$ cat src/rtl/packet_disassembler.sv
// packet_disassembler: collects 32 data island words into an HDMI packet (header + 4 subpackets)
// Ports: clk_pixel/reset (sync, active-high); data_island_period, packet_data[8:0] in;
//        header[23:0], sub[223:0], packet_valid, packet_abort, header_ecc_error,
//        sub_ecc_error[3:0], counter[4:0] out.
// Optional BCH checking: define PACKET_DISASSEMBLER_ECC_CHECK_EN; otherwise error flags are tied to 0.
module packet_disassembler (
    input  logic         clk_pixel,
    input  logic         reset,
    input  logic         data_island_period,
    input  logic [8:0]   packet_data,
    output logic [23:0]  header,
    output logic [223:0] sub,
    output logic         packet_valid,
    output logic         packet_abort,
    output logic         header_ecc_error,
    output logic [3:0]   sub_ecc_error,
    output logic [4:0]   counter
);
    logic [4:0]   r_counter;
    logic [23:0]  r_hdr_data;
    logic [23:0]  r_header;
    logic [55:0]  r_sub_data [4];
    logic [223:0] r_sub;
    logic         r_valid;
    logic         r_abort;
    logic         w_last;
    logic         w_hdr_word;
    logic         w_sub_word;

    assign w_last     = r_counter == 5'd31;
    assign w_hdr_word = r_counter < 5'd24;
    assign w_sub_word = r_counter < 5'd28;

    always_ff @(posedge clk_pixel) begin
        r_valid <= 1'b0;
        r_abort <= 1'b0;
        if (reset) begin
            r_counter  <= '0;
            r_header   <= '0;
            r_sub      <= '0;
            r_hdr_data <= '0;
            for (int i = 0; i < 4; i++) r_sub_data[i] <= '0;
        end else if (data_island_period) begin
            r_counter <= r_counter + 5'd1;
            if (w_hdr_word) r_hdr_data[r_counter] <= packet_data[0];
            for (int i = 0; i < 4; i++) begin
                if (w_sub_word) begin
                    r_sub_data[i][{r_counter, 1'b0}] <= packet_data[1+i];
                    r_sub_data[i][{r_counter, 1'b1}] <= packet_data[5+i];
                end
            end
            if (w_last) begin
                r_header <= r_hdr_data;
                r_sub    <= {r_sub_data[3], r_sub_data[2], r_sub_data[1], r_sub_data[0]};
                r_valid  <= 1'b1;
            end
        end else if (r_counter != 5'd0) begin
            r_counter  <= '0;
            r_abort    <= 1'b1;
            r_hdr_data <= '0;
            for (int i = 0; i < 4; i++) r_sub_data[i] <= '0;
        end
    end

`ifdef PACKET_DISASSEMBLER_ECC_CHECK_EN
    logic [7:0] r_hdr_ecc;
    logic [6:0] r_hdr_rx;
    logic [7:0] r_sub_ecc [4];
    logic [5:0] r_sub_rx [4];
    logic       r_hdr_err;
    logic [3:0] r_sub_err;

    function automatic logic [7:0] ecc_step(input logic [7:0] e, input logic b);
        return (e >> 1) ^ ((e[0] ^ b) ? 8'h83 : 8'h00);
    endfunction

    // The last received ECC bits arrive on word 31 itself, so the compare uses packet_data directly.
    always_ff @(posedge clk_pixel) begin
        if (reset) begin
            r_hdr_ecc <= '0;
            r_hdr_rx  <= '0;
            r_hdr_err <= 1'b0;
            r_sub_err <= '0;
            for (int i = 0; i < 4; i++) begin
                r_sub_ecc[i] <= '0;
                r_sub_rx[i]  <= '0;
            end
        end else if (data_island_period) begin
            if (w_hdr_word) r_hdr_ecc <= ecc_step(r_hdr_ecc, packet_data[0]);
            else if (!w_last) r_hdr_rx[r_counter[2:0]] <= packet_data[0];
            for (int i = 0; i < 4; i++) begin
                if (w_sub_word) begin
                    r_sub_ecc[i] <= ecc_step(ecc_step(r_sub_ecc[i], packet_data[1+i]), packet_data[5+i]);
                end else if (!w_last) begin
                    r_sub_rx[i][{r_counter[1:0], 1'b0}] <= packet_data[1+i];
                    r_sub_rx[i][{r_counter[1:0], 1'b1}] <= packet_data[5+i];
                end
            end
            if (w_last) begin
                r_hdr_err <= r_hdr_ecc != {packet_data[0], r_hdr_rx};
                r_hdr_ecc <= '0;
                for (int i = 0; i < 4; i++) begin
                    r_sub_err[i] <= r_sub_ecc[i] != {packet_data[5+i], packet_data[1+i], r_sub_rx[i]};
                    r_sub_ecc[i] <= '0;
                end
            end
        end else if (r_counter != 5'd0) begin
            r_hdr_ecc <= '0;
            r_hdr_rx  <= '0;
            for (int i = 0; i < 4; i++) begin
                r_sub_ecc[i] <= '0;
                r_sub_rx[i]  <= '0;
            end
        end
    end

    assign header_ecc_error = r_hdr_err;
    assign sub_ecc_error    = r_sub_err;
`else
    assign header_ecc_error = 1'b0;
    assign sub_ecc_error    = 4'b0000;
`endif

    assign header       = r_header;
    assign sub          = r_sub;
    assign packet_valid = r_valid;
    assign packet_abort = r_abort;
    assign counter      = r_counter;
endmodule
$ cat config.mk
export PLATFORM = sky130hd
export DESIGN_NAME = packet_disassembler
export DESIGN_NICKNAME = d
export VERILOG_FILES = /design/src/rtl/packet_disassembler.sv
export SDC_FILE = /design/constraint.sdc
export NUM_CORES = 1
export LEC_CHECK = 0
export CORE_ASPECT_RATIO = 1.2
export CORE_MARGIN = 8
export CORE_UTILIZATION = 31
export DETAILED_ROUTE_END_ITERATION = 16
export HOLD_SLACK_MARGIN = 0.05
export PLACE_DENSITY = 0.54
export SLEW_MARGIN = 20
export SYNTH_ARGS = -nofsm -noshare
export SYNTH_HDL_FRONTEND = slang
export SYNTH_SLANG_ARGS = --single-unit
$ cat constraint.sdc
create_clock -name clk_pixel -period 4.05 [get_ports clk_pixel]
set_clock_uncertainty 0.1 [all_clocks]
set_input_delay 1.215 -clock clk_pixel [delete_from_list [all_inputs] [get_ports clk_pixel]]
set_output_delay 1.215 -clock clk_pixel [all_outputs]
set_load 0.01 [all_outputs]
-- Word-level counts from Yosys, hierarchy flattened
Memories as Yosys holds them, arrays and structs flattened. A register that Yosys moved wholly into a read port is not among the register bits.
Cells that the tools add are included.
- flip-flop bits (word level): 55
- word-level logic and storage cells: 946
- RAM bits: 224
- memories kept: 1
- output and inout port bits: 260
- eq/ne operators: 2
- reductions and logical operators: 8
- mux-type cells: 472
- magnitude comparators: 8
- $add $sub $neg: 1
- bitwise operators: 449
- memory list (memory ; words ; width ; rd ports ; clocked after Yosys merged registers in ; wr ports ; line ; RTL):
    r_sub_data ; 4 ; 56 ; 4 ; 4 ; 4 ; 22 ; logic [55:0] r_sub_data [4];
- operator list (kind ; count):
    2-to-1 mux 1 bit ; 461
    bitwise OR 1 bit ; 448
    2-to-1 mux 24 bit ; 3
    2-to-1 mux 28 bit ; 2
    bitwise mux 24 bit ; 1
    demux 1 bit (select 5 bit) ; 3
    less-than comparator 6 x 7 -> 1 bit, second input constant ; 2
    >= comparator 6 x 1 -> 1 bit, second input constant ; 2
    less-than comparator 5 bit, second input constant ; 2
    2-to-1 mux 5 bit ; 2
    less-than comparator 5 x 6 -> 1 bit, second input constant ; 1
    adder 5 x 1 -> 5 bit, second input constant ; 1
    == test 5 bit, second input constant ; 1
    >= comparator 5 x 1 -> 1 bit, second input constant ; 1
    nonzero test 5 bit ; 1
    AND reduction 2 bit ; 2
    logical AND 1 bit ; 3
    inequality test 2 x 1 -> 1 bit, second input constant ; 1
    nonzero test 2 bit ; 1
    OR reduction 2 bit ; 1
    NOT 1 bit ; 1

-- Depth between registers and ports, before layout
Gate-level depths: netlist of run 1.
- depth after elaboration: 7
- depth in mapped cells: 10
- mapped depth without buffers: 6

-- Worst setup path before layout of run 1
No wires, ideal clock.
- path type: in2reg
- start point: input reset
- end point: memory r_sub_data[1][0], data pin
- data arrival time: 3.311 ns
- path slack: 0.206 ns
- path buffers: 1
- setup time: 0.433 ns
- required time: 3.517 ns
- stages: 5
- path through: clkbuf_1 or3b_2 a311oi_1 nor4b_1 a21boi_0
- RTL lines (element ; line ; RTL):
    start: declaration ; 8 ; input logic reset,
    end: declaration ; 22 ;

==> results of run 1 <==
-- cell type report --
| type | instances | area, um2 | share of cell area |
|---|---|---|---|
| Multi-Input combinational cell | 1276 | 6050 | 0.263 |
| Clock buffer | 82 | 1600 | 0.0695 |
| Sequential cell | 503 | 11200 | 0.486 |
| Clock inverter | 14 | 135 | 0.00587 |
| Antenna cell | 2 | 5.00 | 0.000217 |
| Inverter | 12 | 45.0 | 0.00196 |
| Tap cell | 735 | 920 | 0.0399 |
| Timing Repair Buffer | 302 | 3080 | 0.134 |
-- final timing paths --
check,cells past startpoint,endpoint,from,slack (ns)
worst min-delay path,2,sub[178],r_sub_data[3][10],0.35
worst max-delay path,5,r_sub_data[1][9],data_island_period,0.43
worst min register to register,2,sub[178],r_sub_data[3][10],0.35
worst max register to register,6,r_sub_data[1][9],counter[0],0.78
-- Yosys cell counts (2+ instances only) --
| master | count | area share |
|---|---|---|
| a21boi_0 | 2 | 0.00084 |
| a21oi_1 | 287 | 0.080 |
| a22oi_1 | 2 | 0.00084 |
| and2_1 | 5 | 0.0017 |
| and3_1 | 2 | 0.00070 |
| and4bb_1 | 2 | 0.0014 |
| and4bb_2 | 2 | 0.0014 |
| buf_1 | 3 | 0.00063 |
| buf_2 | 46 | 0.013 |
| buf_4 | 5 | 0.0021 |
| buf_6 | 4 | 0.0025 |
| clkbuf_1 | 107 | 0.022 |
| dfxtp_1 | 391 | 0.44 |
| edfxtp_1 | 112 | 0.19 |
| ha_1 | 5 | 0.0035 |
| inv_1 | 9 | 0.0019 |
| inv_2 | 3 | 0.00063 |
| mux2i_1 | 12 | 0.0067 |
| nand2_1 | 674 | 0.14 |
| nand2b_1 | 9 | 0.0031 |
| nand3_1 | 16 | 0.0045 |
| nand3b_1 | 23 | 0.0096 |
| nand4_1 | 4 | 0.0014 |
| nand4b_1 | 4 | 0.0020 |
| nor2_1 | 85 | 0.018 |
| nor2b_1 | 4 | 0.0014 |
| nor3_1 | 5 | 0.0014 |
| nor4b_1 | 2 | 0.00098 |
| o211ai_1 | 2 | 0.00084 |
| o21ai_0 | 11 | 0.0031 |
| o22ai_1 | 66 | 0.023 |
| o22ai_2 | 12 | 0.0084 |
| o2bb2ai_1 | 12 | 0.0059 |
| or2_4 | 3 | 0.0015 |
| or3_1 | 2 | 0.00070 |
| xnor2_1 | 2 | 0.00098 |
| xor2_1 | 2 | 0.00098 |
-- worst register-to-register path: cells and delay by family (launching register included) --
kind | cells | cell delay (ns)
compound gates | 2 | 0.58
fa+ha+maj | 1 | 0.42
buf+inv | 1 | 0.10
flops | 1 | 0.45
simple gates | 2 | 1.24
-- report_power, final --
group          switching, W  total, W  leakage, nW  internal, W
Combinational      0.000298  0.000392         2.57    0.0000942
Sequential        0.0000400   0.00529         4.33      0.00525
Clock               0.00200   0.00479        0.861      0.00279
Total               0.00233    0.0105         7.75      0.00814
-- per-layer routing --
metal | GRT usage | vias to the layer above
met2 | 0.289 | 420
li1 | - | 6897
met5 | 0 | -
met4 | 0.0469 | 2
met3 | 0.0452 | 89
met1 | 0.217 | 6873
-- logic make-up (layout without fill, tap and decap cells) --
| logic type | Yosys count | in the layout | synth area share |
|---|---|---|---|
| AOI/OAI and AO/OA | 401 | 401 | 0.126 |
| xor gates and xnor gates | 4 | 4 | 0.00195 |
| adders and majority gates | 5 | 5 | 0.00349 |
| buffers and inverters | 177 | 410 | 0.0429 |
| DFF | 503 | 503 | 0.624 |
| muxes | 12 | 12 | 0.00669 |
| other | 1 | 7 | 0.000209 |
| and+or+nand+nor | 849 | 849 | 0.195 |
-- through the flow --
stage               std cells  utilization  setup WS, ns
finish                   2926        0.403         0.434
global route             2925        0.403         0.295
CTS                      2923        0.402         0.322
global placement         2827        0.372        -0.135
floorplan                1956            -         0.206
detailed placement       2827        0.372        -0.142
-- state kept, by name, summed over array words and instances (netlist names) --
name          flops
header           24
r_hdr_data       24
r_sub_data      224
packet_abort      1
counter           5
packet_valid      1
sub             224
==> results by group, run 1 <==
Timing
  – RSZ-0062 raised after global routing: false
  – Hold slack: 0.351 ns
  – Crit path time final: 3.62 ns
  – Fmax: 277 MHz
  – Worst slew pin tran: 1.06 ns
  – Final setup fails: 0
  – Fin. max-slew vios: 0
  – Max_slew headroom: 0.287
  – Final Hold Viols: 0
  – Period utilisation layout: 0.893
  – Fin Setup TNS: 0 ns

Worst hold path
  – Worst hold path type: flip-flop to flip-flop

Global route
  – Tot GR Track Use: 0.172
  – Largest net degree at the start of global routing: 240
  – Antenna violations before repair: 2
  – Vias in the first global route: 13,898
  – GRT overflow: 0
  – Global-route wire length before repair: 87,800 um

Critical path
  – WS Path Type: input pin to flip-flop
  – Crit-path max cell delay: 0.88 ns
  – CP arrival: 3.74 ns
  – CP required: 4.17 ns
  – Worst path cell trace: clkdlybuf4s50_1 -> and4bb_2 -> a22oi_1 -> nor4b_1 -> a21boi_4
  – Crit start category: input pin
  – Crit path capture type: flip-flop
  – Worst-path fanout max: 28
  – Critical path's top delay family: simple AND/OR/NAND/NOR gates
  – Slowest stage cell, crit path: nor4b_1
  – Worst Path Buf+Inv: 1

Logic synthesis
  – Post-synth EDFFs: 112
  – Asr flop ratio synth: 0
  – Post-synthesis area per instance: 9.19 um2
  – Post-synthesis cell area: 0.0179 mm2
  – Post-Synthesis Cells: 1,952
  – Register bit total from synthesis: 503
  – Sequential share of the synthesized area: 0.624
  – Distinct cells, synth: 52
  – Synth warn: 0
  – Top FF cell, synth: dfxtp_1

Routing
  – WL final: 58,800 um
  – DRC viols: 0
  – First-pass iteration count of the detailed router: 5
  – Antenna viol nets, final: 0
  – Detail Route met3 WL: 3970 um
  – WL met2: 28,100 um
  – DRT iter0 DRCs: 998
  – Drt wl/cell: 20.1 um
  – Vias: 14,281
  – Met1 Wirelength: 25,400 um
  – DR top layer: met5
  – Via/cell ratio: 4.88

Clock tree
  – Clk buf depth: 3
  – Post-CTS Hold Fix Bufs: 0
  – CTS Buf Count: 52
  – CTS Sinks: 503
  – Post-CTS Setup Inserts: 0
  – Cts repair resizes: 0
  – Later-pin clock latency in the skew report: 0.59 ns
  – Depth of the CTS H-tree: 2
  – Root Buffer: clkbuf_16
  – TritonCTS clock tree: done
  – Worst-path clk slew: 0.06 ns

Floorplan
  – # rows: 96
  – Initial Util: 0.314
  – I/O pin count: 272
  – Die Area: 0.0659 mm2
  – Die W: 236 um
  – Die height: 280 um
  – Core area: 0.0572 mm2

Layout
  – Layout cell share with drive strength beyond 1: 0.0690
  – # fillers: 5,731
  – Most common cell after layout, fill and taps aside: nand2_1
  – Fin nets: 2,164
  – Most frequent cells in the layout: nand2_1 (673), dfxtp_1 (390), a21oi_1 (287)
  – Layout area overhead: 28.3%
  – Final instance area: 0.0230 mm2

Placed design
  – PortBufs: 266
  – Detail Placement HPWL: 39,500 um
  – RePlAce Congestion: 0.876
  – Area after DPL: 0.0213 mm2

Power
  – VDD IR max: 0.277 mV
  – Leakage dissipation: 7.75 nW
  – Pwr/cell area: 455 mW/mm2
  – Total power: 0.0105 W

Flow run
  – Max-cap viol count: 0

Status
  – Status: finished, final reports clean
Power figures use the tool's default switching activity.
==> inputs of run 2 (changes only) <==
- REMOVE_ABC_BUFFERS: default -> 1
- SKIP_LAST_GASP: default -> 1
==> run 2 against run 1 <==
Compared with the run above:
- critical path depth fell by 4
- non-clock buffer count down 3
- clock-buffer cell count increased by 4
- largest power group unchanged
- highest routed layer is now met4
- global-route usage fell by 0.84 points
- register-to-register slack improved by 0.27 ns
- combinational power is 5% higher
- total power increased by 3.6%
- sequential share of layout area down 0.30 points
==> results by group, run 2 (same netlist as run 1, synthesis figures left out) <==
Status
  – Status: finished, final reports clean (unchanged)

Worst hold path
  – Hold path startpoint: r_sub_data[0][22] (was r_sub_data[3][10])
  – Hold path endpoint: sub[22] (was sub[178])
  – Worst hold path type: flip-flop to flip-flop (unchanged)
  – Hold Crit Depth: 2 (unchanged)

Layout
  – # fillers: 5,649 (was 5,731)
  – Non-Filler Instances: 2,925 (was 2,926)
  – Storage cell area: 0.0112 mm2 (about the same)
  – Area of the multi-input gates: 0.00606 mm2 (was 0.00605 mm2)
  – Most common cell after layout, fill and taps aside: nand2_1 (unchanged)
  – Most frequent cells in the layout: nand2_1 (669), dfxtp_1 (391), a21oi_1 (287) (was nand2_1 (673), dfxtp_1 (390), a21oi_1 (287))
  – Antenna fix cells: 0 (was 2)
  – Fin nets: 2,162 (was 2,164)
  – Final instance area: 0.0232 mm2 (was 0.0230 mm2)
  – Layout cell share with drive strength beyond 1: 0.0726 (was 0.0690)
  – Layout area overhead: 29.1% (was 28.3%)

Placed design
  – PortBufs: 266 (unchanged)
  – Area after DPL: 0.0213 mm2 (about the same)
  – Detail Placement HPWL: 36,100 um (was 39,500 um)
  – Placed Cells: 2,825 (was 2,827)
  – RePlAce Congestion: 0.771 (was 0.876)

Clock tree
  – CTS Buf Count: 53 (was 52)
  – Post-CTS Setup Inserts: 0 (unchanged)
  – Root Buffer: clkbuf_16 (unchanged)
  – Later-pin clock latency in the skew report: 0.60 ns (was 0.59 ns)
  – Cts repair resizes: 0 (unchanged)
  – Depth of the CTS H-tree: 2 (unchanged)
  – Worst-path clk slew: 0.06 ns (about the same)
  – TritonCTS clock tree: done (unchanged)
  – CTS Sinks: 503 (unchanged)
  – Clk buf depth: 3 (unchanged)
  – Post-CTS Hold Fix Bufs: 0 (unchanged)

Global route
  – Global-route wire length before repair: 84,900 um (was 87,800 um)
  – Met3 usage: 0.0397 (was 0.0452)
  – GRT overflow: 0 (unchanged)
  – Grt met2 use: 0.288 (was 0.289)
  – Met1 layer usage reported by global route: 0.189 (was 0.217)
  – Vias in the first global route: 14,190 (was 13,898)
  – Antenna violations before repair: 1 (was 2)
  – Largest net degree at the start of global routing: 142 (was 240)
  – Tot GR Track Use: 0.163 (was 0.172)
  – GR peak layer: met2 (unchanged)

Timing
  – Worst slew pin tran: 1.05 ns (was 1.06 ns)
  – RSZ-0062 raised after global routing: false (unchanged)
  – Final setup fails: 0 (unchanged)
  – Max_slew headroom: 0.288 (was 0.287)
  – Crit path time final: 3.42 ns (was 3.62 ns)
  – Hold slack: 0.348 ns (was 0.351 ns)
  – Fin. max-slew vios: 0 (unchanged)
  – Final Hold Viols: 0 (unchanged)
  – Period utilisation layout: 0.846 (was 0.893)
  – Fmax: 292 MHz (was 277 MHz)

Routing
  – Vias: 14,108 (was 14,281)
  – First-pass iteration count of the detailed router: 5 (unchanged)
  – Via/cell ratio: 4.82 (was 4.88)
  – DRC viols: 0 (unchanged)
  – WL final: 55,600 um (was 58,800 um)
  – Antenna viol nets, final: 0 (unchanged)
  – Drt wl/cell: 19.0 um (was 20.1 um)
  – DRT iter0 DRCs: 873 (was 998)

Critical path
  – Critical path's top delay family: flip-flops (was simple AND/OR/NAND/NOR gates)
  – WS Path Type: flip-flop to output port (was input pin to flip-flop)
  – CP arrival: 2.11 ns (was 3.74 ns)
  – Worst r2r src: counter[0] (unchanged)
  – Crit-path max cell delay: 0.79 ns (was 0.88 ns)
  – Worst Path Buf+Inv: 1 (unchanged)
  – CP required: 2.73 ns (was 4.17 ns)
  – Slowest stage cell, crit path: dfxtp_1 (was nor4b_1)
  – Crit path capture type: output port (was flip-flop)
  – Worst-path fanout max: 20 (was 28)
  – R2R depth: 7 (was 6)
  – Worst path cell trace: clkdlybuf4s50_1 (was clkdlybuf4s50_1 -> and4bb_2 -> a22oi_1 -> nor4b_1 -> a21boi_4)
  – Reg2reg end: r_sub_data[1][22] (was r_sub_data[1][9])
  – Worst reg-to-reg setup slack: 1.05 ns (was 0.78 ns)
  – Crit start category: flip-flop (was input pin)

Floorplan
  – I/O pin count: 272 (unchanged)
  – Die Area: 0.0659 mm2 (unchanged)
  – # rows: 96 (unchanged)
  – Initial Util: 0.314 (unchanged)
  – Core area: 0.0572 mm2 (unchanged)
  – Die height: 280 um (unchanged)
  – Die W: 236 um (unchanged)

Power
  – Leakage dissipation: 7.82 nW (was 7.75 nW)
  – Pwr/cell area: 468 mW/mm2 (was 455 mW/mm2)
  – VDD IR max: 0.323 mV (was 0.277 mV)
  – Total power: 0.0109 W (was 0.0105 W)

Flow run
  – Max-cap viol count: 0 (unchanged)
[run 2: per-layer routing]
layer | vias to the layer above | share of wire
li1 | 6875 | -
met2 | 325 | 0.49
met3 | 105 | 0.057
met4 | 0 | 0.037
met5 | - | 0
met1 | 6803 | 0.41
[run 2: area by class of cell]
| class | instances | area share |
|---|---|---|
| clock buffer | 86 | 0.0754 |
| clock inverter | 14 | 0.00653 |
| inverter | 12 | 0.00194 |
| multi-input combinational | 1276 | 0.262 |
| sequential | 503 | 0.483 |
| tap | 735 | 0.0397 |
| timing repair buffer | 299 | 0.132 |
[run 2: per-stage QoR]
step / util / setup slack, ns / setup TNS [ns]
floorplan: - / -2.26 / -640.76
global placement: 0.372 / 0.266 / 0
detailed placement: 0.372 / 0.312 / 0
CTS: 0.405 / 0.611 / 0
global route: 0.405 / 0.509 / 0
finish: 0.405 / 0.625 / 0
[run 2: worst max path at each step]
| stage | startpoint | end | slack (ns) | cells past startpoint |
|---|---|---|---|---|
| global route | counter[4] | counter[4] | 0.51 | 1 |
| finish | counter[4] | counter[4] | 0.63 | 1 |
| global placement | data_island_period | r_sub_data[1][29] | 0.27 | 6 |
| CTS | counter[4] | counter[4] | 0.61 | 1 |
| detailed placement | data_island_period | r_sub_data[1][20] | 0.31 | 6 |
| floorplan | data_island_period | r_sub_data[1][50] | -2.26 | 3 |
[run 2: where the power goes]
group	internal, W	switching (W)
registers	0.00525	0.0000355
logic	0.000101	0.000309
clock network	0.00309	0.00207
total	0.00844	0.00241
==> inputs of run 3 (changes only) <==
- clock period: 4.05 -> 3.3 ns (I/O delays scaled with it)
==> run 3 against run 2 <==
Compared with the run above:
- sequential share of layout area decreased by 0.060 points
- clock power up 16%
- final cell count rose by 0.51%
- hold slack hardly changed
- clock-buffer cell count shrank 7
- design area rose by 0.12%
- critical path depth unchanged
- register-to-register slack lost 0.48 ns
- sequential power grew 23%
==> results by group, run 3 (same netlist as run 1, synthesis figures left out) <==
Global route
  – Tot GR Track Use: 0.164 (was 0.163)
  – Vias in the first global route: 14,126 (was 14,190)
  – GRT overflow: 0 (unchanged)
  – Global-route wire length before repair: 84,800 um (was 84,900 um)
  – Antenna violations before repair: 0 (was 1)
  – Largest net degree at the start of global routing: 105 (was 142)

Floorplan
  – Die W: 236 um (unchanged)
  – # rows: 96 (unchanged)
  – Initial Util: 0.314 (unchanged)
  – I/O pin count: 272 (unchanged)
  – Core area: 0.0572 mm2 (unchanged)
  – Die Area: 0.0659 mm2 (unchanged)
  – Die height: 280 um (unchanged)

Placed design
  – Area after DPL: 0.0214 mm2 (was 0.0213 mm2)
  – RePlAce Congestion: 0.810 (was 0.771)
  – PortBufs: 266 (unchanged)
  – Placement Setup Slack: -0.0657 ns (was 0.312 ns)
  – Detail Placement HPWL: 37,800 um (was 36,100 um)

Clock tree
  – Post-CTS Setup Inserts: 0 (unchanged)
  – Worst-path clk slew: 0.06 ns (about the same)
  – Clk buf depth: 3 (unchanged)
  – TritonCTS clock tree: done (unchanged)
  – CTS Sinks: 503 (unchanged)
  – Root Buffer: clkbuf_16 (unchanged)
  – Later-pin clock latency in the skew report: 0.58 ns (was 0.60 ns)
  – Post-CTS Hold Fix Bufs: 0 (unchanged)
  – CTS Buf Count: 51 (was 53)
  – Cts repair resizes: 0 (unchanged)
  – Depth of the CTS H-tree: 2 (unchanged)

Critical path
  – Slowest stage cell, crit path: dfxtp_1 (unchanged)
  – Worst path cell trace: clkdlybuf4s50_1 (unchanged)
  – Crit-path max cell delay: 0.72 ns (was 0.79 ns)
  – Crit path capture type: output port (unchanged)
  – Crit start category: flip-flop (unchanged)
  – CP arrival: 2.00 ns (was 2.11 ns)
  – Critical path's top delay family: flip-flops (unchanged)
  – Worst r2r src: counter[0] (unchanged)
  – Worst-path fanout max: 20 (unchanged)
  – WS Path Type: flip-flop to output port (unchanged)
  – CP required: 2.21 ns (was 2.73 ns)
  – Critical Path Start: counter[3] (was counter[4])
  – Worst Path Buf+Inv: 1 (unchanged)

Timing
  – Final Hold Viols: 0 (unchanged)
  – Fin. max-slew vios: 0 (unchanged)
  – RSZ-0062 raised after global routing: false (unchanged)
  – Worst slew pin tran: 1.24 ns (was 1.05 ns)
  – Fmax: 323 MHz
  – Final WS setup: 0.206 ns (was 0.625 ns)
  – Fin Setup TNS: 0 ns (unchanged)
  – Crit path time final: 3.09 ns
  – Final setup fails: 0 (unchanged)
  – Max_slew headroom: 0.172 (was 0.288)
  – Period utilisation layout: 0.938

Power
  – Leakage dissipation: 7.85 nW (was 7.82 nW)
  – VDD IR max: 0.431 mV (was 0.323 mV)
  – Total power: 0.0130 W (was 0.0109 W)
  – Pwr/cell area: 560 mW/mm2 (was 468 mW/mm2)

Layout
  – Layout area overhead: 29.3% (was 29.1%)
  – Most common cell after layout, fill and taps aside: nand2_1 (unchanged)
  – Layout cell share with drive strength beyond 1: 0.0789 (was 0.0726)
  – Fin util: 0.406 (was 0.405)
  – Final instance area: 0.0232 mm2 (about the same)
  – Antenna fix cells: 0 (unchanged)
  – Most frequent cells in the layout: nand2_1 (669), dfxtp_1 (391), a21oi_1 (287) (unchanged)
  – Fin nets: 2,181 (was 2,162)

Worst hold path
  – Worst hold path type: flip-flop to flip-flop (unchanged)
  – Hold path startpoint: r_hdr_data[20] (was r_sub_data[0][22])

Routing
  – Drt wl/cell: 19.2 um (was 19.0 um)
  – DRT iter0 DRCs: 903 (was 873)
  – DRC viols: 0 (unchanged)
  – Via/cell ratio: 4.80 (was 4.82)
  – Antenna viol nets, final: 0 (unchanged)
  – WL final: 56,300 um (was 55,600 um)
  – First-pass iteration count of the detailed router: 5 (unchanged)
  – Vias: 14,118 (was 14,108)

Flow run
  – Max-cap viol count: 0 (unchanged)

Status
  – Status: finished, final reports clean (unchanged)
[run 3: changes by cell type in the layout (fill, tap and decap cells not counted), moves of 2 or more]
cell and delta:
buf_4 +21, clkbuf_16 -4, clkinv_4 -4, clkinvlp_4 +3
clkbuf_1 -2, clkinv_1 +2
[run 3: cell type report]
| type | count | area, um2 |
|---|---|---|
| clock buffers | 79 | 1630 |
| clock inverters | 15 | 135 |
| fillers | 5651 | 34000 |
| inverters | 12 | 45.0 |
| multi-input cells | 1276 | 6060 |
| flip-flops and latches | 503 | 11200 |
| well taps | 735 | 920 |
| repair buffers | 320 | 3220 |
[run 3: metal layers]
metal / global-route usage / part of all wire / vias up
met4: 0.0471 / 0.022 / 0
li1: - / - / 6902
met3: 0.0396 / 0.059 / 79
met2: 0.297 / 0.51 / 364
met5: 0 / 0 / -
met1: 0.191 / 0.41 / 6773
[run 3: worst paths after layout]
kind,end,slack [ns],cells after the start
max,counter[3],0.21,1
min,header[20],0.35,2
max reg2reg,r_sub_data[1][41],0.57,7
min reg2reg,header[20],0.35,2
[run 3: per-stage QoR]
stage | hold WS (ns) | std cells
2_1_floorplan | 0.322 | 1791
3_3_place_gp | 0.336 | 2846
3_5_place_dp | 0.342 | 2846
4_1_cts | 0.352 | 2940
5_1_grt | 0.371 | 2940
6_report | 0.348 | 2940
[run 3: where the power goes]
group	total, W	leakage [nW]	switching, W	internal, W
combinational	0.000517	2.66	0.000384	0.000133
sequential	0.00649	4.33	0.0000474	0.00644
clock	0.00599	0.867	0.00245	0.00354
